[src/rtl/sample_feeder_pkg.sv]
// ---------------------------------------------------------------------------
// feeder_pkg
// Shared widths and the FSM state type for the sample_feeder block.
//   DEPTH    : samples the buffer can hold
//   ADDR_W   : pointer width, clog2(DEPTH)
//   X_W/T_W  : widths of the x1/x2 features and the target t
//   N_W      : width of the reported sample count
//   SAMPLE_W : packed {x1, x2, t} width stored per buffer entry
// ---------------------------------------------------------------------------
package feeder_pkg;
  localparam int DEPTH    = 64;
  localparam int ADDR_W   = 6;
  localparam int X_W      = 7;
  localparam int T_W      = 2;
  localparam int N_W      = 32;
  localparam int SAMPLE_W = 2 * X_W + T_W;

  typedef enum logic [1:0] {
    LOAD    = 2'd0,
    READY   = 2'd1,
    FETCH   = 2'd2,
    PRESENT = 2'd3
  } state_e;
endpackage

[src/rtl/sample_feeder_if.sv]
// ---------------------------------------------------------------------------
// sample_feeder_if
// Bundles the host load port and the neuron request port of sample_feeder.
//   master : host + neuron side (drives clear/wr*/loadDone/requestFlag)
//   slave  : the feeder (drives nInput, served sample, status flags)
//
// Handshake: the neuron raises requestFlag while the feeder is idle in
// READY; the request is taken on that rising edge and two edges later
// dataReady is high for exactly one cycle with x1Input/x2Input/tInput
// valid (they then hold until the next serve). A request seen while a
// serve is in flight is dropped, not queued; holding requestFlag high
// yields one serve every three cycles.
// ---------------------------------------------------------------------------
interface sample_feeder_if;
  import feeder_pkg::*;

  logic           clear;
  logic           wrEn;
  logic [X_W-1:0] wrX1;
  logic [X_W-1:0] wrX2;
  logic [T_W-1:0] wrT;
  logic           loadDone;
  logic           requestFlag;

  logic [N_W-1:0] nInput;
  logic [X_W-1:0] x1Input;
  logic [X_W-1:0] x2Input;
  logic [T_W-1:0] tInput;
  logic           dataReady;
  logic           lastSample;
  logic           overflow;
  logic           emptyErr;

  modport master (
    output clear, wrEn, wrX1, wrX2, wrT, loadDone, requestFlag,
    input  nInput, x1Input, x2Input, tInput, dataReady, lastSample,
           overflow, emptyErr
  );

  modport slave (
    input  clear, wrEn, wrX1, wrX2, wrT, loadDone, requestFlag,
    output nInput, x1Input, x2Input, tInput, dataReady, lastSample,
           overflow, emptyErr
  );
endinterface

[src/rtl/sample_feeder_mem.sv]
// ---------------------------------------------------------------------------
// sample_mem
// Simple dual-port sample buffer: one synchronous write port and one
// synchronous read port with one cycle of read latency. Contents are not
// reset; only entries written during LOAD are ever read back.
//   i_clk      : clock
//   i_wr_en    : write strobe
//   i_wr_addr  : write address
//   i_wr_data  : write data
//   i_rd_en    : read strobe (o_rd_data updates on the next edge)
//   i_rd_addr  : read address
//   o_rd_data  : registered read data
// ---------------------------------------------------------------------------
module sample_mem #(
  parameter int DEPTH  = 64,
  parameter int ADDR_W = 6,
  parameter int W      = 16
) (
  input  logic              i_clk,
  input  logic              i_wr_en,
  input  logic [ADDR_W-1:0] i_wr_addr,
  input  logic [W-1:0]      i_wr_data,
  input  logic              i_rd_en,
  input  logic [ADDR_W-1:0] i_rd_addr,
  output logic [W-1:0]      o_rd_data
);
  logic [W-1:0] r_mem [DEPTH];
  logic [W-1:0] r_rd_data;

  always_ff @(posedge i_clk) begin
    if (i_wr_en) r_mem[i_wr_addr] <= i_wr_data;
  end

  always_ff @(posedge i_clk) begin
    if (i_rd_en) r_rd_data <= r_mem[i_rd_addr];
  end

  assign o_rd_data = r_rd_data;
endmodule

[src/rtl/sample_feeder.sv]
// ---------------------------------------------------------------------------
// sample_feeder
// Training-sample source for the perceptron neuron. The host loads
// (x1, x2, t) samples, then pulses loadDone; the feeder freezes the count
// on nInput and serves one sample per requestFlag, wrapping back to
// sample 0 after the last one so the neuron can run repeated epochs.
//   clk, rst    : clock, asynchronous active-high reset
//   bus (slave) : host load port, neuron request port, status flags
//   o_dbg_state : current FSM state, for observation only
// ---------------------------------------------------------------------------
module sample_feeder
  import feeder_pkg::*;
(
  input  logic                  clk,
  input  logic                  rst,
  sample_feeder_if.slave        bus,
  output state_e                o_dbg_state
);
  localparam logic [ADDR_W:0] FULL_COUNT = (ADDR_W + 1)'(DEPTH);
  localparam logic [ADDR_W:0] ONE_COUNT  = (ADDR_W + 1)'(1);
  localparam logic [ADDR_W:0] ZERO_COUNT = '0;

  state_e              r_state;
  state_e              w_next_state;
  logic [ADDR_W-1:0]   r_wr_ptr;
  logic [ADDR_W-1:0]   r_rd_ptr;
  logic [ADDR_W:0]     r_count;
  logic [ADDR_W:0]     w_count_after;
  logic [N_W-1:0]      r_n_input;
  logic [X_W-1:0]      r_x1;
  logic [X_W-1:0]      r_x2;
  logic [T_W-1:0]      r_t;
  logic                r_overflow;
  logic                r_empty_err;
  logic                w_in_load;
  logic                w_full;
  logic                w_write;
  logic                w_drop;
  logic                w_load_ok;
  logic                w_load_empty;
  logic                w_at_last;
  logic                w_rd_en;
  logic                w_data_ready;
  logic                w_last_sample;
  logic [SAMPLE_W-1:0] w_rd_data;

  // Load-side decode. clear overrides everything in the cycle it is seen.
  assign w_in_load     = (r_state == LOAD);
  assign w_full        = (r_count == FULL_COUNT);
  assign w_write       = w_in_load && bus.wrEn && !w_full && !bus.clear;
  assign w_drop        = w_in_load && bus.wrEn &&  w_full && !bus.clear;
  // A write coinciding with loadDone is counted before the count freezes.
  assign w_count_after = r_count + (w_write ? ONE_COUNT : ZERO_COUNT);
  assign w_load_ok     = w_in_load && bus.loadDone && !bus.clear &&
                         (w_count_after != ZERO_COUNT);
  assign w_load_empty  = w_in_load && bus.loadDone && !bus.clear &&
                         (w_count_after == ZERO_COUNT);
  assign w_at_last     = ({1'b0, r_rd_ptr} == (r_count - ONE_COUNT));

  sample_mem #(
    .DEPTH  (DEPTH),
    .ADDR_W (ADDR_W),
    .W      (SAMPLE_W)
  ) u_mem (
    .i_clk     (clk),
    .i_wr_en   (w_write),
    .i_wr_addr (r_wr_ptr),
    .i_wr_data ({bus.wrX1, bus.wrX2, bus.wrT}),
    .i_rd_en   (w_rd_en),
    .i_rd_addr (r_rd_ptr),
    .o_rd_data (w_rd_data)
  );

  // FSM: state register
  always_ff @(posedge clk or posedge rst) begin
    if (rst) r_state <= LOAD;
    else     r_state <= w_next_state;
  end

  // FSM: next state
  always_comb begin
    w_next_state = r_state;
    if (bus.clear) begin
      w_next_state = LOAD;
    end else begin
      case (r_state)
        LOAD:    if (w_load_ok) w_next_state = READY;
        READY:   if (bus.requestFlag) w_next_state = FETCH;
        FETCH:   w_next_state = PRESENT;
        PRESENT: w_next_state = READY;
        default: w_next_state = LOAD;
      endcase
    end
  end

  // FSM: outputs. dataReady is decoded from the state register so an async
  // reset or a clear in PRESENT removes it within the same cycle.
  always_comb begin
    w_rd_en       = 1'b0;
    w_data_ready  = 1'b0;
    w_last_sample = 1'b0;
    if (!bus.clear) begin
      w_rd_en       = (r_state == READY) && bus.requestFlag;
      w_data_ready  = (r_state == PRESENT);
      w_last_sample = (r_state == PRESENT) && w_at_last;
    end
  end

  // Pointers, count, frozen count, flags and served-sample registers.
  always_ff @(posedge clk or posedge rst) begin
    if (rst) begin
      r_wr_ptr    <= '0;
      r_rd_ptr    <= '0;
      r_count     <= '0;
      r_n_input   <= '0;
      r_overflow  <= 1'b0;
      r_empty_err <= 1'b0;
      r_x1        <= '0;
      r_x2        <= '0;
      r_t         <= '0;
    end else if (bus.clear) begin
      // Served data deliberately holds across clear.
      r_wr_ptr    <= '0;
      r_rd_ptr    <= '0;
      r_count     <= '0;
      r_n_input   <= '0;
      r_overflow  <= 1'b0;
      r_empty_err <= 1'b0;
    end else begin
      r_empty_err <= w_load_empty;
      r_count     <= w_count_after;
      if (w_write) r_wr_ptr <= r_wr_ptr + 1'b1;
      if (w_drop)  r_overflow <= 1'b1;
      if (w_load_ok) begin
        r_n_input <= N_W'(w_count_after);
        r_rd_ptr  <= '0;
      end
      if (r_state == FETCH) begin
        r_x1 <= w_rd_data[SAMPLE_W-1 -: X_W];
        r_x2 <= w_rd_data[T_W+X_W-1 -: X_W];
        r_t  <= w_rd_data[T_W-1:0];
      end
      if (r_state == PRESENT) begin
        r_rd_ptr <= w_at_last ? '0 : r_rd_ptr + 1'b1;
      end
    end
  end

  assign bus.nInput     = r_n_input;
  assign bus.x1Input    = r_x1;
  assign bus.x2Input    = r_x2;
  assign bus.tInput     = r_t;
  assign bus.dataReady  = w_data_ready;
  assign bus.lastSample = w_last_sample;
  assign bus.overflow   = r_overflow;
  assign bus.emptyErr   = r_empty_err;
  assign o_dbg_state    = r_state;
endmodule

[src/flat_wrapper.sv]
// flat-port wrapper written by rule: the top's interface ports become plain ports
module sample_feeder_flat import feeder_pkg::*;
  (clk, rst, o_dbg_state, bus_clear, bus_wrEn, bus_wrX1, bus_wrX2, bus_wrT, bus_loadDone, bus_requestFlag, bus_nInput, bus_x1Input, bus_x2Input, bus_tInput, bus_dataReady, bus_lastSample, bus_overflow, bus_emptyErr);
  sample_feeder_if bus_i ();
  input  logic clk;
  input  logic rst;
  output state_e o_dbg_state;
  input wire logic [$bits(bus_i.clear)-1:0] bus_clear;
  input wire logic [$bits(bus_i.wrEn)-1:0] bus_wrEn;
  input wire logic [$bits(bus_i.wrX1)-1:0] bus_wrX1;
  input wire logic [$bits(bus_i.wrX2)-1:0] bus_wrX2;
  input wire logic [$bits(bus_i.wrT)-1:0] bus_wrT;
  input wire logic [$bits(bus_i.loadDone)-1:0] bus_loadDone;
  input wire logic [$bits(bus_i.requestFlag)-1:0] bus_requestFlag;
  output wire logic [$bits(bus_i.nInput)-1:0] bus_nInput;
  output wire logic [$bits(bus_i.x1Input)-1:0] bus_x1Input;
  output wire logic [$bits(bus_i.x2Input)-1:0] bus_x2Input;
  output wire logic [$bits(bus_i.tInput)-1:0] bus_tInput;
  output wire logic [$bits(bus_i.dataReady)-1:0] bus_dataReady;
  output wire logic [$bits(bus_i.lastSample)-1:0] bus_lastSample;
  output wire logic [$bits(bus_i.overflow)-1:0] bus_overflow;
  output wire logic [$bits(bus_i.emptyErr)-1:0] bus_emptyErr;
  assign bus_i.clear = bus_clear;
  assign bus_i.wrEn = bus_wrEn;
  assign bus_i.wrX1 = bus_wrX1;
  assign bus_i.wrX2 = bus_wrX2;
  assign bus_i.wrT = bus_wrT;
  assign bus_i.loadDone = bus_loadDone;
  assign bus_i.requestFlag = bus_requestFlag;
  assign bus_nInput = bus_i.nInput;
  assign bus_x1Input = bus_i.x1Input;
  assign bus_x2Input = bus_i.x2Input;
  assign bus_tInput = bus_i.tInput;
  assign bus_dataReady = bus_i.dataReady;
  assign bus_lastSample = bus_i.lastSample;
  assign bus_overflow = bus_i.overflow;
  assign bus_emptyErr = bus_i.emptyErr;
  sample_feeder u_core (.clk(clk), .rst(rst), .bus(bus_i), .o_dbg_state(o_dbg_state));
endmodule
[config.mk]
export PLATFORM = sky130hd
export DESIGN_NAME = sample_feeder_flat
export DESIGN_NICKNAME = d
export VERILOG_FILES = /design/src/rtl/sample_feeder_pkg.sv /design/src/rtl/sample_feeder_if.sv /design/src/rtl/sample_feeder_mem.sv /design/src/rtl/sample_feeder.sv /design/src/flat_wrapper.sv
export SDC_FILE = /design/constraint.sdc
export NUM_CORES = 1
export LEC_CHECK = 0
export CAP_MARGIN = 40
export CORE_ASPECT_RATIO = 0.9
export CORE_MARGIN = 10
export CORE_UTILIZATION = 44
export CTS_BUF_LIST = sky130_fd_sc_hd__clkbuf_2
export DETAILED_ROUTE_END_ITERATION = 7
export SLEW_MARGIN = 20
export SYNTH_ARGS = -nofsm -noshare
export SYNTH_HDL_FRONTEND = slang
export SYNTH_SLANG_ARGS = --single-unit
[constraint.sdc]
create_clock -name clk -period 7.3 [get_ports clk]
set_clock_uncertainty 0.2 [all_clocks]
set_input_delay 1.46 -clock clk [delete_from_list [all_inputs] [get_ports clk]]
set_output_delay 1.46 -clock clk [all_outputs]
set_load 0.05 [all_outputs]
==> results of run 1 <==
-- stage by stage --
step | util, % | total power, W
detailed placement | 46.9 | 0.00849
global route | 49.3 | 0.0126
CTS | 49.2 | 0.0122
finish | 49.3 | 0.0120
floorplan | - | 0.00801
global placement | 46.7 | 0.00844
-- where the power goes --
part           internal, W  total [W]  switching [W]
Sequential         0.00691    0.00699      0.0000790
Combinational     0.000569    0.00133       0.000764
Clock              0.00143    0.00370        0.00227
-- logic make-up after synthesis --
family	count (synthesis)	synth area share [%]
muxes	337	17.2
adders and majority gates	9	0.268
other	1	0.00894
buffers and inverters	133	1.53
AOI/OAI and AO/OA	112	1.64
xor gates and xnor gates	18	0.376
DFF	1086	77.2
and+or+nand+nor	169	1.83
-- flip-flops by register name, indices dropped and copies added (netlist names), 6 cells and up --
signal / count
u_core.r_count: 7
u_core.r_rd_ptr: 6
u_core.r_wr_ptr: 6
u_core.bus.x1Input: 7
u_core.bus.x2Input: 7
u_core.u_mem.r_mem: 1024
u_core.u_mem.o_rd_data: 16
u_core.bus.nInput: 7
-- synth_stat cells, drive strengths merged (12+ instances only) --
| cell type | count |
|---|---|
| xor2 | 12 |
| nor2 | 92 |
| o22ai | 17 |
| clkbuf | 55 |
| edfxtp | 1040 |
| mux2i | 17 |
| nand2 | 25 |
| mux2 | 16 |
| mux4 | 304 |
| o21ai | 44 |
| buf | 66 |
| dfrtp | 46 |
| a221oi | 16 |
| a21oi | 20 |
-- metal layers --
layer / GRT usage [%] / up-vias / wire length, um
li1: - / 8636 / -
met1: 24.4 / 10700 / 40800
met2: 28.4 / 908 / 47400
met3: 5.20 / 157 / 8620
met4: 6.72 / 6 / 2270
met5: 0 / - / 34
-- final timing paths --
kind	startpoint	endpoint
setup reg to reg	u_core.r_rd_ptr[0]	u_core.u_mem.o_rd_data[9]
min in group clk	u_core.u_mem.o_rd_data[9]	u_core.bus.x1Input[0]
hold reg to reg	u_core.u_mem.o_rd_data[9]	u_core.bus.x1Input[0]
setup / recovery	u_core.r_count[0]	bus_lastSample
max in group asynchronous	rst	u_core.bus.nInput[2]
hold / removal	rst	u_core.r_count[0]
-- layout make-up --
class / count / share of cell area, %
sequential: 1086 / 69.4
antenna: 8 / 0.0429
tap: 1253 / 3.36
clock inverter: 58 / 0.544
timing repair buffer: 158 / 3.06
clock buffer: 384 / 4.12
multi-input combinational: 670 / 19.3
inverter: 12 / 0.0992
-- worst register-to-register path, cell delays in order, from the launching register on --
cell and delay [ns]:
dfrtp_4 0.97, buf_12 0.62, buf_4 0.54, buf_16 0.29, mux4_2 0.58, mux4_2 0.56
o22ai_1 0.61, a21oi_1 0.15
==> flow_metrics.tcl, run 1 <==
set metrics [dict create \
    status "finished, final reports clean" \
    synthArstFlopShare_pct 4.24 \
    rsz0062_at_grt "no" \
    worstRegToRegCells 7 \
    grt_first_pass_wirelength_um 144000 \
    die-area_um2 108000 \
    register_area_um2 32400 \
    tightest_slew_ns 0.964 \
    grt_max_degree 140 \
    critical_path_class "reg2out" \
    crit_buf_inv 2 \
    post_synth.cell_area_avg_um2 22.5 \
    grt_pass1_vias 21500 \
    clk_pin_slew_ns 0.10 \
    cpMaxStageDelayCell "clkdlybuf4s50_1" \
    yosysWarnings 0 \
    grt_overflow 0 \
    finalSetupTns_ns 0 \
    nFillCells 7662 \
    initial_core_util_pct 44.3 \
    hpwl_um 55300 \
    end_kind "output pin" \
    cts_tree "done" \
    peakVddDrop_uv 269 \
    worst-path-stages 8 \
    syn_area_um2 41900 \
    final_cells 3629 \
    numPortBuffers 50 \
    final_common_cell "edfxtp_1" \
    die_h_um 313 \
    wl_um 99100 \
    worstPathArrival_ns 4.59 \
    cp.required_ns 5.64 \
    drt_iter0_drc 1840 \
    multi_input_area_um2 9030 \
    cp-start-kind "register" \
    fin_hold_ws_ns 0.185 \
    synth_edf_count 1040 \
    rows 107 \
    syn_to_final_growth_pct 11.2 \
    clk-insertion-delay-late_ns 1.47 \
    synth_cell_types 50 \
    cellPowerDensity_nw_per_um2 258 \
    ant_nets 0 \
    vias 20400 \
    setup_viol 0 \
    htreeDepth 5 \
    synth_cells 1865 \
    synth-main-ff-cell "edfxtp_1" \
    cts_sinks 1086 \
    min_path_type "in2async" \
    numCtsBuffers 287 \
    wl_per_cell_um 27.3 \
    fin_crit_ns 6.25 \
    drv_slew 0 \
    synth-seq-cells 1086 \
    gp_congestion 0.806 \
    cts-root-buf "clkbuf_2" \
    ctsResizeCount 0 \
    reg2reg_setup_slack_ns 2.49 \
    die_x_um 345 \
    post-route-period-util_pct 85.6 \
    placed_cells 3176 \
    post_cts_buffers 0 \
    critPathMaxStageDelay_ns 0.83 \
    cts_max_path_buffers 4 \
    antenna_found_initial 4 \
    layout_common_cells "edfxtp_1, clkbuf_2, mux4_2" \
    relSlewSlack_pct 35.7 \
    grt_usage_pct 18.2 \
    crit_chain "inv_1 -> ha_1 -> nor4b_1 -> xor2_1 -> or4_1 -> a221o_1 -> nor2b_1 -> clkdlybuf4s50_1" \
    fin_area_um2 46700 \
    drc 0 \
    worstPathMaxFanout 6 \
    p_leak_nw 14.8 \
    drt_first_pass_iters 5 \
    cp_top_family "simple AND/OR/NAND/NOR gates" \
    synth.yosys.seq_area_share_pct 77.2 \
    fmax_ghz 0.160 \
    placed_cell_area_um2 44400 \
    setup_ws_ns 1.05 \
    pre_cts_slack_ns 2.05 \
    synth.top_cell.area_share_pct 74.4 \
    fp.coreArea_um2 94700 \
    max-cap-violations 0 \
    final-hold-violation-count 0 \
    final_nets 2246 \
    io_pins 76 \
    synthTopCellsByArea "edfxtp_1, mux4_2, dfrtp_1" \
    ctsHoldBuffers 0 \
    viasPerCell 5.62 \
    yosysTopAreaCell "edfxtp_1" \
    drive_gt1_share_pct 36.1 \
]
(Power assumes the default switching activity.)
==> run 2, diff against run 1 <==
- REMOVE_ABC_BUFFERS: default -> 1
- clock period: 7.3 -> 5.08 ns (I/O delays scaled with it)
==> run 2 against run 1 <==
  * Critical path depth fell by 2
  * Cell count rose by 1.8%
  * Die area did not move
  * Wire length rose by 4.1%
  * Register-to-register slack got worse by 1.0 ns
  * Combinational power rose by 58%
  * Highest routed layer unchanged
==> flow_metrics.tcl, run 2 (synthesis results as in run 1) <==
set metrics [dict create \
    placed_cells 3188 \
    grt_max_degree 86 \
    grt_pass1_vias 21600 \
    vias 21100 \
    antenna_found_initial 9 \
    setup.worst_path.end "bus_lastSample" \
    hpwl_um 64200 \
    viasPerCell 5.70 \
    setup_viol 0 \
    drt_first_pass_iters 5 \
    peakVddDrop_uv 359 \
    reg2reg_from "u_core.r_rd_ptr[5]" \
    cp.required_ns 3.86 \
    drc 0 \
    clk-insertion-delay-late_ns 1.50 \
    drt_iter0_drc 2127 \
    regMostFlops "u_core.u_mem.r_mem" \
    relSlewSlack_pct 37.8 \
    startpoint "u_core.r_count[3]" \
    syn_to_final_growth_pct 12.9 \
    final_cells 3693 \
    cellPowerDensity_nw_per_um2 377 \
    wl_um 103000 \
    worstRegToRegCells 5 \
    initial_core_util_pct 44.3 \
    p_leak_nw 15.2 \
    die_x_um 345 \
    gp_congestion 0.859 \
    ant_nets 0 \
    rows 107 \
    status "finished, final reports clean" \
    power_w 0.0178 \
    numCtsBuffers 283 \
    r2r_end "u_core.u_mem.o_rd_data[2]" \
    final_nets 2288 \
    grt_first_pass_wirelength_um 150000 \
    die_h_um 313 \
    wl_per_cell_um 27.9 \
    worstPathMaxFanout 3 \
    die-area_um2 108000 \
    numPortBuffers 50 \
    fmax_ghz 0.205 \
    critical_path_class "reg2out" \
    drv_slew 0 \
    cp-start-kind "register" \
    largest_reg_flops 1024 \
    cts_max_path_buffers 4 \
    cts_tree "done" \
    drive_gt1_share_pct 38.0 \
    io_pins 76 \
    max-cap-violations 0 \
    reg2reg_setup_slack_ns 1.47 \
    rsz0062_at_grt "yes" \
    clk_pin_slew_ns 0.11 \
    post-route-period-util_pct 96.2 \
    final_common_cell "edfxtp_1" \
    worstPathArrival_ns 3.67 \
    grt_usage_pct 18.9 \
    layout_common_cells "edfxtp_1, clkbuf_2, mux4_2" \
    min_path_type "in2reg" \
    htreeDepth 5 \
    cts_sinks 1086 \
    final-hold-violation-count 0 \
    fp.coreArea_um2 94700 \
    tightest_slew_ns 0.934 \
    grt_overflow 0 \
    fin_crit_ns 4.89 \
    cts-root-buf "clkbuf_2" \
    end_kind "output pin" \
]
-- run 2: cell count changes in the layout (fill, tap and decap cells not counted), moves of 3 or more --
cell           before  now
buf_12              8   15
clkbuf_2          384  392
clkinv_2            9    6
buf_16              5    2
dlygate4sd3_1       0   19
bufinv_16           1    5
dfrtp_2             0    5
dfrtp_1            43   38
nor2_2              0   19
buf_4              93  118
nor2_1             92   73
inv_2               6   11
clkinv_1           46   53
-- run 2: per-stage QoR --
| stage | worst slack [ns] | utilization, % | hold WS (ns) | instance area, um2 | setup TNS [ns] |
|---|---|---|---|---|---|
| after floorplan | -6.12 | - | 0.254 | 41400 | -131.16 |
| after detailed placement | 0.942 | 47.0 | 0.265 | 44500 | 0 |
| after global placement | 0.950 | 47.0 | 0.262 | 44400 | 0 |
| after global routing | -0.0328 | 50.0 | 0.0698 | 47300 | -0.0328 |
| final | 0.194 | 50.0 | 0.195 | 47400 | 0 |
| after CTS | 0.000813 | 49.8 | 0.0234 | 47100 | 0 |
-- run 2: repair_timing --
item,in CTS,in global routing
hold endpoints to repair,523,0
setup endpoints to repair,1,1
resized for setup,5,7
hold buffers,19,0
pin swaps,1,3
gates cloned,0,0
setup buffers,4,8
-- run 2: worst min path at each step --
stage / start / end / slack [ns] / cells past startpoint
detailed placement: u_core.u_mem.o_rd_data[9] / u_core.bus.x1Input[0] / 0.26 / 1
floorplan: u_core.u_mem.o_rd_data[0] / u_core.bus.tInput[0] / 0.25 / 1
global route: bus_loadDone / u_core.bus.emptyErr / 0.07 / 4
CTS: bus_loadDone / u_core.bus.emptyErr / 0.02 / 4
global placement: u_core.u_mem.o_rd_data[6] / u_core.bus.x2Input[4] / 0.26 / 1
finish: bus_loadDone / u_core.bus.emptyErr / 0.19 / 4
-- run 2: power breakdown --
| group | total [W] | internal [W] | switching [W] |
|---|---|---|---|
| registers | 0.0101 | 0.00992 | 0.000137 |
| logic | 0.00210 | 0.000870 | 0.00123 |
| clock network | 0.00568 | 0.00231 | 0.00336 |
-- run 2: area by class of cell --
| cell class | instances | area [um2] |
|---|---|---|
| inverters | 12 | 46.3 |
| clock inverters | 70 | 405 |
| well taps | 1253 | 1570 |
| clock buffers | 392 | 1960 |
| fillers | 7677 | 47300 |
| multi-input cells | 670 | 9100 |
| flip-flops and latches | 1086 | 32400 |
| diodes | 6 | 15.0 |
| repair buffers | 204 | 1860 |
-- run 2: worst max-delay path: stages (launching register included) --
cell and delay, ns:
dfrtp_2 0.43, or3_4 0.39, o31a_1 0.31, or4_1 0.42, a221o_1 0.41, nor2b_1 0.15
buf_6 0.18
-- run 2: routing by layer --
metal | up-vias | GRT usage (%) | part of all wire, %
met5 | - | 0 | 0.046
met4 | 6 | 6.23 | 2.4
met3 | 174 | 6.09 | 9.9
met2 | 1050 | 27.3 | 45
met1 | 11100 | 27.2 | 43
li1 | 8759 | - | -
==> run 3, diff against run 2 <==
- CTS_CLUSTER_DIAMETER: default -> 200
==> results of run 3 <==
The final DEF is identical to that of run 2; final timing and power are the same.
